**src/rtl/mem_bus_initiator_if.sv**
```systemverilog
// mem_bus_initiator_if
// Groups the sequencer request/response handshake and the memory bus signals
// of the relay computer's memory initiator.
//   Request  : req_valid, req_write, req_addr[15:0], req_wdata[7:0] -> req_ready
//   Response : rsp_valid (one-cycle pulse), rsp_rdata[7:0]
//   Memory   : bus_addr[15:0], mem_read, mem_write, bus_wdata[7:0],
//              bus_wdata_oe, bus_rdata[7:0]
//   Status   : busy
// master  = the initiator itself; slave = sequencer + memory side.
interface mem_bus_initiator_if;
    logic        req_valid;
    logic        req_write;
    logic [15:0] req_addr;
    logic [7:0]  req_wdata;
    logic        req_ready;
    logic        rsp_valid;
    logic [7:0]  rsp_rdata;
    logic [15:0] bus_addr;
    logic        mem_read;
    logic        mem_write;
    logic [7:0]  bus_wdata;
    logic        bus_wdata_oe;
    logic [7:0]  bus_rdata;
    logic        busy;

    modport master (
        input  req_valid, req_write, req_addr, req_wdata, bus_rdata,
        output req_ready, rsp_valid, rsp_rdata, bus_addr, mem_read,
               mem_write, bus_wdata, bus_wdata_oe, busy
    );

    modport slave (
        output req_valid, req_write, req_addr, req_wdata, bus_rdata,
        input  req_ready, rsp_valid, rsp_rdata, bus_addr, mem_read,
               mem_write, bus_wdata, bus_wdata_oe, busy
    );
endinterface

```
**src/rtl/mem_bus_initiator.sv**
```systemverilog
// mem_bus_initiator
// Runs one memory bus cycle per accepted request, with relay-style timing:
// SETUP_CYC cycles of address/data setup, STROBE_CYC cycles of mem_read or
// mem_write, HOLD_CYC cycles of hold, then a single DONE cycle that pulses
// rsp_valid. Read data is captured on the last strobe cycle.
// Ports:
//   clk   : rising-edge clock
//   reset : asynchronous, active-high reset
//   bus   : mem_bus_initiator_if.master (request, response and memory bus)
module mem_bus_initiator #(
    parameter int unsigned SETUP_CYC  = 1,  // 1..15
    parameter int unsigned STROBE_CYC = 2,  // 1..15
    parameter int unsigned HOLD_CYC   = 1   // 0..15
) (
    input  logic                   clk,
    input  logic                   reset,
    mem_bus_initiator_if.master    bus
);

    typedef enum logic [2:0] {
        IDLE,
        SETUP,
        STROBE,
        HOLD,
        DONE
    } state_t;

    state_t      state_q, state_d;
    logic [3:0]  cnt_q, cnt_d;
    logic        write_q, write_d;
    logic [15:0] addr_q, addr_d;
    logic [7:0]  wdata_q, wdata_d;
    logic [7:0]  rdata_q, rdata_d;
    logic        mem_read_q, mem_read_d;
    logic        mem_write_q, mem_write_d;
    logic        oe_q, oe_d;
    logic        rsp_valid_q, rsp_valid_d;

    always_comb begin
        state_d = state_q;
        cnt_d   = cnt_q;
        write_d = write_q;
        addr_d  = addr_q;
        wdata_d = wdata_q;
        rdata_d = rdata_q;

        case (state_q)
            IDLE: begin
                if (bus.req_valid) begin
                    write_d = bus.req_write;
                    addr_d  = bus.req_addr;
                    wdata_d = bus.req_wdata;
                    cnt_d   = 4'(SETUP_CYC - 1);
                    state_d = SETUP;
                end
            end
            SETUP: begin
                if (cnt_q == 4'd0) begin
                    cnt_d   = 4'(STROBE_CYC - 1);
                    state_d = STROBE;
                end else begin
                    cnt_d = cnt_q - 4'd1;
                end
            end
            STROBE: begin
                if (cnt_q == 4'd0) begin
                    // Memory still drives the data bus on the last strobe cycle.
                    if (!write_q) begin
                        rdata_d = bus.bus_rdata;
                    end
                    if (HOLD_CYC == 0) begin
                        state_d = DONE;
                    end else begin
                        cnt_d   = 4'(HOLD_CYC - 1);
                        state_d = HOLD;
                    end
                end else begin
                    cnt_d = cnt_q - 4'd1;
                end
            end
            HOLD: begin
                if (cnt_q == 4'd0) begin
                    state_d = DONE;
                end else begin
                    cnt_d = cnt_q - 4'd1;
                end
            end
            DONE: begin
                state_d = IDLE;
            end
            default: begin
                state_d = IDLE;
            end
        endcase

        // A completed write reports zero read data.
        if ((state_d == DONE) && (state_q != DONE) && write_q) begin
            rdata_d = '0;
        end

        // Strobes, oe and rsp_valid are flops decoded from the next state so
        // they switch cleanly on the clock edge and drop on async reset.
        mem_read_d  = (state_d == STROBE) && !write_d;
        mem_write_d = (state_d == STROBE) && write_d;
        oe_d        = write_d && ((state_d == SETUP) || (state_d == STROBE) ||
                                  (state_d == HOLD));
        rsp_valid_d = (state_d == DONE);
    end

    always_ff @(posedge clk or posedge reset) begin
        if (reset) begin
            state_q     <= IDLE;
            cnt_q       <= '0;
            write_q     <= 1'b0;
            addr_q      <= '0;
            wdata_q     <= '0;
            rdata_q     <= '0;
            mem_read_q  <= 1'b0;
            mem_write_q <= 1'b0;
            oe_q        <= 1'b0;
            rsp_valid_q <= 1'b0;
        end else begin
            state_q     <= state_d;
            cnt_q       <= cnt_d;
            write_q     <= write_d;
            addr_q      <= addr_d;
            wdata_q     <= wdata_d;
            rdata_q     <= rdata_d;
            mem_read_q  <= mem_read_d;
            mem_write_q <= mem_write_d;
            oe_q        <= oe_d;
            rsp_valid_q <= rsp_valid_d;
        end
    end

    assign bus.req_ready    = (state_q == IDLE);
    assign bus.busy         = (state_q != IDLE);
    assign bus.rsp_valid    = rsp_valid_q;
    assign bus.rsp_rdata    = rdata_q;
    assign bus.bus_addr     = addr_q;
    assign bus.bus_wdata    = wdata_q;
    assign bus.bus_wdata_oe = oe_q;
    assign bus.mem_read     = mem_read_q;
    assign bus.mem_write    = mem_write_q;

    a_no_dual_strobe: assert property (
        @(posedge clk) disable iff (reset) !(mem_read_q && mem_write_q)
    );

endmodule

```
**src/flat_wrapper.sv**
```systemverilog
// flat-port wrapper written by rule: the top's interface ports become plain ports
module mem_bus_initiator_flat 
#(
    parameter int unsigned SETUP_CYC  = 1,          
    parameter int unsigned STROBE_CYC = 2,          
    parameter int unsigned HOLD_CYC   = 1           
)
  (clk, reset, bus_req_valid, bus_req_write, bus_req_addr, bus_req_wdata, bus_bus_rdata, bus_req_ready, bus_rsp_valid, bus_rsp_rdata, bus_bus_addr, bus_mem_read, bus_mem_write, bus_bus_wdata, bus_bus_wdata_oe, bus_busy);
  mem_bus_initiator_if bus_i ();
  input  logic clk;
  input  logic reset;
  input wire logic [$bits(bus_i.req_valid)-1:0] bus_req_valid;
  input wire logic [$bits(bus_i.req_write)-1:0] bus_req_write;
  input wire logic [$bits(bus_i.req_addr)-1:0] bus_req_addr;
  input wire logic [$bits(bus_i.req_wdata)-1:0] bus_req_wdata;
  input wire logic [$bits(bus_i.bus_rdata)-1:0] bus_bus_rdata;
  output wire logic [$bits(bus_i.req_ready)-1:0] bus_req_ready;
  output wire logic [$bits(bus_i.rsp_valid)-1:0] bus_rsp_valid;
  output wire logic [$bits(bus_i.rsp_rdata)-1:0] bus_rsp_rdata;
  output wire logic [$bits(bus_i.bus_addr)-1:0] bus_bus_addr;
  output wire logic [$bits(bus_i.mem_read)-1:0] bus_mem_read;
  output wire logic [$bits(bus_i.mem_write)-1:0] bus_mem_write;
  output wire logic [$bits(bus_i.bus_wdata)-1:0] bus_bus_wdata;
  output wire logic [$bits(bus_i.bus_wdata_oe)-1:0] bus_bus_wdata_oe;
  output wire logic [$bits(bus_i.busy)-1:0] bus_busy;
  assign bus_i.req_valid = bus_req_valid;
  assign bus_i.req_write = bus_req_write;
  assign bus_i.req_addr = bus_req_addr;
  assign bus_i.req_wdata = bus_req_wdata;
  assign bus_i.bus_rdata = bus_bus_rdata;
  assign bus_req_ready = bus_i.req_ready;
  assign bus_rsp_valid = bus_i.rsp_valid;
  assign bus_rsp_rdata = bus_i.rsp_rdata;
  assign bus_bus_addr = bus_i.bus_addr;
  assign bus_mem_read = bus_i.mem_read;
  assign bus_mem_write = bus_i.mem_write;
  assign bus_bus_wdata = bus_i.bus_wdata;
  assign bus_bus_wdata_oe = bus_i.bus_wdata_oe;
  assign bus_busy = bus_i.busy;
  mem_bus_initiator #(.SETUP_CYC(SETUP_CYC), .STROBE_CYC(STROBE_CYC), .HOLD_CYC(HOLD_CYC)) u_core (.clk(clk), .reset(reset), .bus(bus_i));
endmodule
```
**config.mk**
```make
export PLATFORM = sky130hd
export DESIGN_NAME = mem_bus_initiator_flat
export DESIGN_NICKNAME = d
export VERILOG_FILES = /design/src/rtl/mem_bus_initiator_if.sv /design/src/rtl/mem_bus_initiator.sv /design/src/flat_wrapper.sv
export SDC_FILE = /design/constraint.sdc
export NUM_CORES = 1
export LEC_CHECK = 0
export CAP_MARGIN = 15
export CELL_PAD_IN_SITES_DETAIL_PLACEMENT = 2
export CELL_PAD_IN_SITES_GLOBAL_PLACEMENT = 2
export CORE_MARGIN = 3
export CORE_UTILIZATION = 28
export CTS_CLUSTER_DIAMETER = 40
export DETAILED_ROUTE_END_ITERATION = 8
export PLACE_DENSITY_LB_ADDON = 0.3
export SETUP_SLACK_MARGIN = 0.15
export SLEW_MARGIN = 20
export SYNTH_ARGS = -nofsm -noshare
export SYNTH_HDL_FRONTEND = slang
export SYNTH_SLANG_ARGS = --single-unit
```
**constraint.sdc**
```tcl
create_clock -name clk -period 2.5 [get_ports clk]
set_clock_uncertainty 0.2 [all_clocks]
set_input_delay 0.5 -clock clk [delete_from_list [all_inputs] [get_ports clk]]
set_output_delay 0.5 -clock clk [all_outputs]
set_load 0.01 [all_outputs]
```
==> PnR_summary.wiki <==
{| class="wikitable"
! Metric !! Value
|-
| Outcome || finished clean
|-
| Number of detailed-routing iterations run before antenna repair || 3
|-
| Leakage || 1.20 nW
|-
| Count of routing violations after the opening detailed-route iteration || 22
|-
| Most numerous cell in the Yosys netlist || sky130_fd_sc_hd__dfrtp_1
|-
| Delay of the slowest critical-path stage || 0.50 ns
|-
| Worst setup path category || reg -> out
|-
| Avg Inst Size Synth || 13.3 um2
|-
| IO Port Bufs || 73
|-
| Cell total after placement || 295
|-
| Residual DRC || 0
|-
| Data required time at the worst endpoint || 1.80 ns
|-
| Final RePlAce weighted congestion || 0.686
|-
| Total inserted antenna cells || 0
|-
| Aggregate global routing overflow || 0
|-
| Worst-path clk slew || 0.09 ns
|-
| Final hold violations || 0
|-
| Largest net degree at the start of global routing || 25
|-
| CTS tree || done
|-
| Max Cap Viol || 0
|-
| Power density normalized to cell area || 1300 nW/um2
|-
| Inserted Clock Buffers || 5
|-
| Finished Cell Area || 2900 um2
|-
| Total half-perimeter wirelength after legalization and detailed placement || 3.86 mm
|-
| Async set-or-reset flop fraction in the synthesized netlist || 100%
|-
| Actual slew at the worst max-slew pin || 0.580 ns
|-
| Worst ir drop on vdd || 0.403 mV
|-
| Worst R2R End || u_core.bus.mem_read
|-
| Horizontal extent of the die || 89.1 um
|-
| Worst-case reg-to-reg path depth || 5
|-
| Root buffer cell || sky130_fd_sc_hd__clkbuf_8
|-
| Setup slack, reg-to-reg || 0.56 ns
|-
| Summed instance area of the synthesized netlist || 1930 um2
|-
| Cell Count, Final, Fillers Out || 303
|-
| Relative slew margins || 61.3%
|-
| Layout Nets || 262
|-
| Final cycle utilization of the critical path || 91.6%
|-
| Capturing element type of the critical path || output port
|-
| Dominant register cell in the synthesized netlist || sky130_fd_sc_hd__dfrtp_1
|-
| Post-layout utilization of the core || 44.3%
|-
| Top fanout value on the critical path || 2
|-
| Vias in the first global route || 1584
|-
| Crit Reg-Reg Startpoint || u_core.cnt_q[0]
|-
| Detail-routed net length per standard cell || 17.2 um
|-
| Worst hold path type || reg -> reg
|-
| Worst min-delay path startpoint || u_core.bus.bus_wdata[2]
|-
| Gate count of the mapped netlist || 145
|-
| Fraction of layout instances using a drive strength above 1 || 20.8%
|-
| Worst Hold End || u_core.bus.bus_wdata[2]
|-
| Post-synth net total || 182
|-
| First-pass GRT wire length || 8.27 mm
|-
| Part of the Yosys area used for sequential elements || 56.9%
|-
| Clk_lat worst skew || 0.30 ns
|-
| Die ar. || 7940 um2
|-
| Core area || 6530 um2
|-
| Total track usage || 13.9%
|-
| Count of flip-flops with a built-in enable after synthesis || 0
|-
| Period minus WS final || 2.29 ns
|-
| RSZ-0062 raised after global routing || no
|-
| Final sum of negative setup slack || 0 ns
|-
| Final ANT Viol Nets || 0
|-
| Biggest area consumer among synthesized cells || sky130_fd_sc_hd__dfrtp_1
|-
| # H-tree levels || 2
|-
| Standard cell with the maximum stage delay on the critical path || sky130_fd_sc_hd__clkdlybuf4s50_1
|-
| Number of standard-cell rows in the floorplan || 29
|-
| Deepest clock path buffer count || 2
|-
| Arrival time of the worst setup path || 1.59 ns
|-
| Post-DP Area || 2780 um2
|-
| Total length of routed wires || 5.20 mm
|-
| Launching element type of the critical path || register
|-
| Worst-path cell chain || or3_1 > clkdlybuf4s50_1
|-
| Area overhead of the layout relative to synthesis || 49.7%
|-
| Via total after detailed routing || 1492
|-
| Total number of clock tree sinks || 44
|-
| Slew Limit Fails || 0
|-
| Number of endpoints failing setup at the final stage || 0
|-
| Vias/cell || 4.92
|-
| Library cells used by synthesis || 30
|-
| Top Ports || 74
|-
| Ranking of synthesized cells by area || sky130_fd_sc_hd__dfrtp_1 57%, sky130_fd_sc_hd__mux2_2 13%, sky130_fd_sc_hd__o2bb2ai_1 5.0%, sky130_fd_sc_hd__a32oi_1 3.6%, sky130_fd_sc_hd__nor2b_1 3.6%
|-
| Proportion of netlist area held by the largest area contributor || 56.9%
|-
| Maximum frequency from static timing analysis || 437 MHz
|-
| Initial Util || 29.6%
|-
| Die height || 89.1 um
|-
| List of most frequent post-synthesis cells || 44 x sky130_fd_sc_hd__dfrtp_1, 23 x sky130_fd_sc_hd__mux2_2, 11 x sky130_fd_sc_hd__nor2b_1, 11 x sky130_fd_sc_hd__o2bb2ai_1, 8 x sky130_fd_sc_hd__a32oi_1
|-
| Antenna violations before repair || 0
|-
| Hold Crit Depth || 1
|-
| Flip-flop and latch count after synthesis || 44
|-
| Synth Warn # || 0
|}
cells by family after synthesis:
family | after synthesis | synth area share, %
DFF | 44 | 56.9
and+or+nand+nor | 31 | 11.1
muxes | 27 | 15.5
AOI/OAI and AO/OA | 25 | 10.6
buffers and inverters | 15 | 4.27
xor gates and xnor gates | 2 | 0.906
adders and majority gates | 1 | 0.647
layer usage:
layer	GRT usage, %	part of all wire (%)
met5	0	0
met4	4.87	1.1
met3	4.33	7.6
met2	22.3	46
met1	17.6	45
worst max-delay path by stage:
stage                              endpoint         startpoint  cells after the start  slack (ns)
floorplan                     bus_req_ready  u_core.state_q[2]                      3        0.64
global placement    u_core.bus.bus_wdata[1]      bus_req_valid                      4        0.29
detailed placement      u_core.bus.mem_read      bus_req_valid                      5        0.17
CTS                                bus_busy  u_core.state_q[2]                      2        0.17
global route                       bus_busy  u_core.state_q[2]                      2        0.15
finish                             bus_busy  u_core.state_q[2]                      2        0.21
cell type report:
type,instances,area (um2)
inverter,6,22.5
timing repair buffer,82,810
clock buffer,5,68.8
multi-input combinational,86,756
fill,666,3630
clock inverter,3,42.5
sequential,44,1100
tap,77,96.3
state kept, by name (all words and copies together), names as in the netlist:
signal / flops
u_core.bus.bus_addr: 16
u_core.bus.bus_wdata: 8
u_core.bus.rsp_rdata: 8
u_core.cnt_q: 4
u_core.state_q: 3
u_core.bus.bus_wdata_oe: 1
u_core.bus.mem_read: 1
u_core.bus.mem_write: 1
u_core.bus.rsp_valid: 1
u_core.write_q: 1
worst max-delay path: cells and delay by family, from the launching register on:
family	cells	cell delay [ns]
DFF	1	0.39
buffers and inverters	1	0.50
and+or+nand+nor	1	0.41
power breakdown:
part,total (W),leakage (nW),internal [W],switching (W)
Sequential,0.00128,0.521,0.00105,0.000229
Combinational,0.00195,0.623,0.00111,0.000835
Clock,0.000549,0.0541,0.000296,0.000254
metrics by stage:
stage / worst slack, ns / hold slack, ns / power (W)
after floorplan: 0.636 / 0.276 / 0.00232
after global placement: 0.288 / 0.279 / 0.00322
after detailed placement: 0.174 / 0.279 / 0.00327
after CTS: 0.170 / 0.299 / 0.00385
after global routing: 0.151 / 0.306 / 0.00408
final: 0.211 / 0.292 / 0.00378
timing repair:
| action | CTS | global route |
|---|---|---|
| setup endpoints to repair | 1 | 8 |
| resized for setup | 1 | 1 |
| hold buffers | 0 | 0 |
| hold endpoints to repair | 0 | 0 |
| buffers inserted | 0 | 0 |
layout by cell type, fill, tap and decap left out, drive strengths merged, types with 2 or more instances in the layout:
| cell type | count |
|---|---|
| and3 | 2 |
| clkbuf | 5 |
| dfrtp | 44 |
| a21oi | 3 |
| nor2 | 3 |
| mux2 | 24 |
| clkdlybuf4s50 | 72 |
| xnor2 | 2 |
| nor3 | 4 |
| a32oi | 8 |
| or3 | 2 |
| mux2i | 3 |
| nor2b | 11 |
| buf | 9 |
| o31ai | 2 |
| o2bb2ai | 11 |
| inv | 6 |
Note: power is estimated with default switching activity, not from simulation.
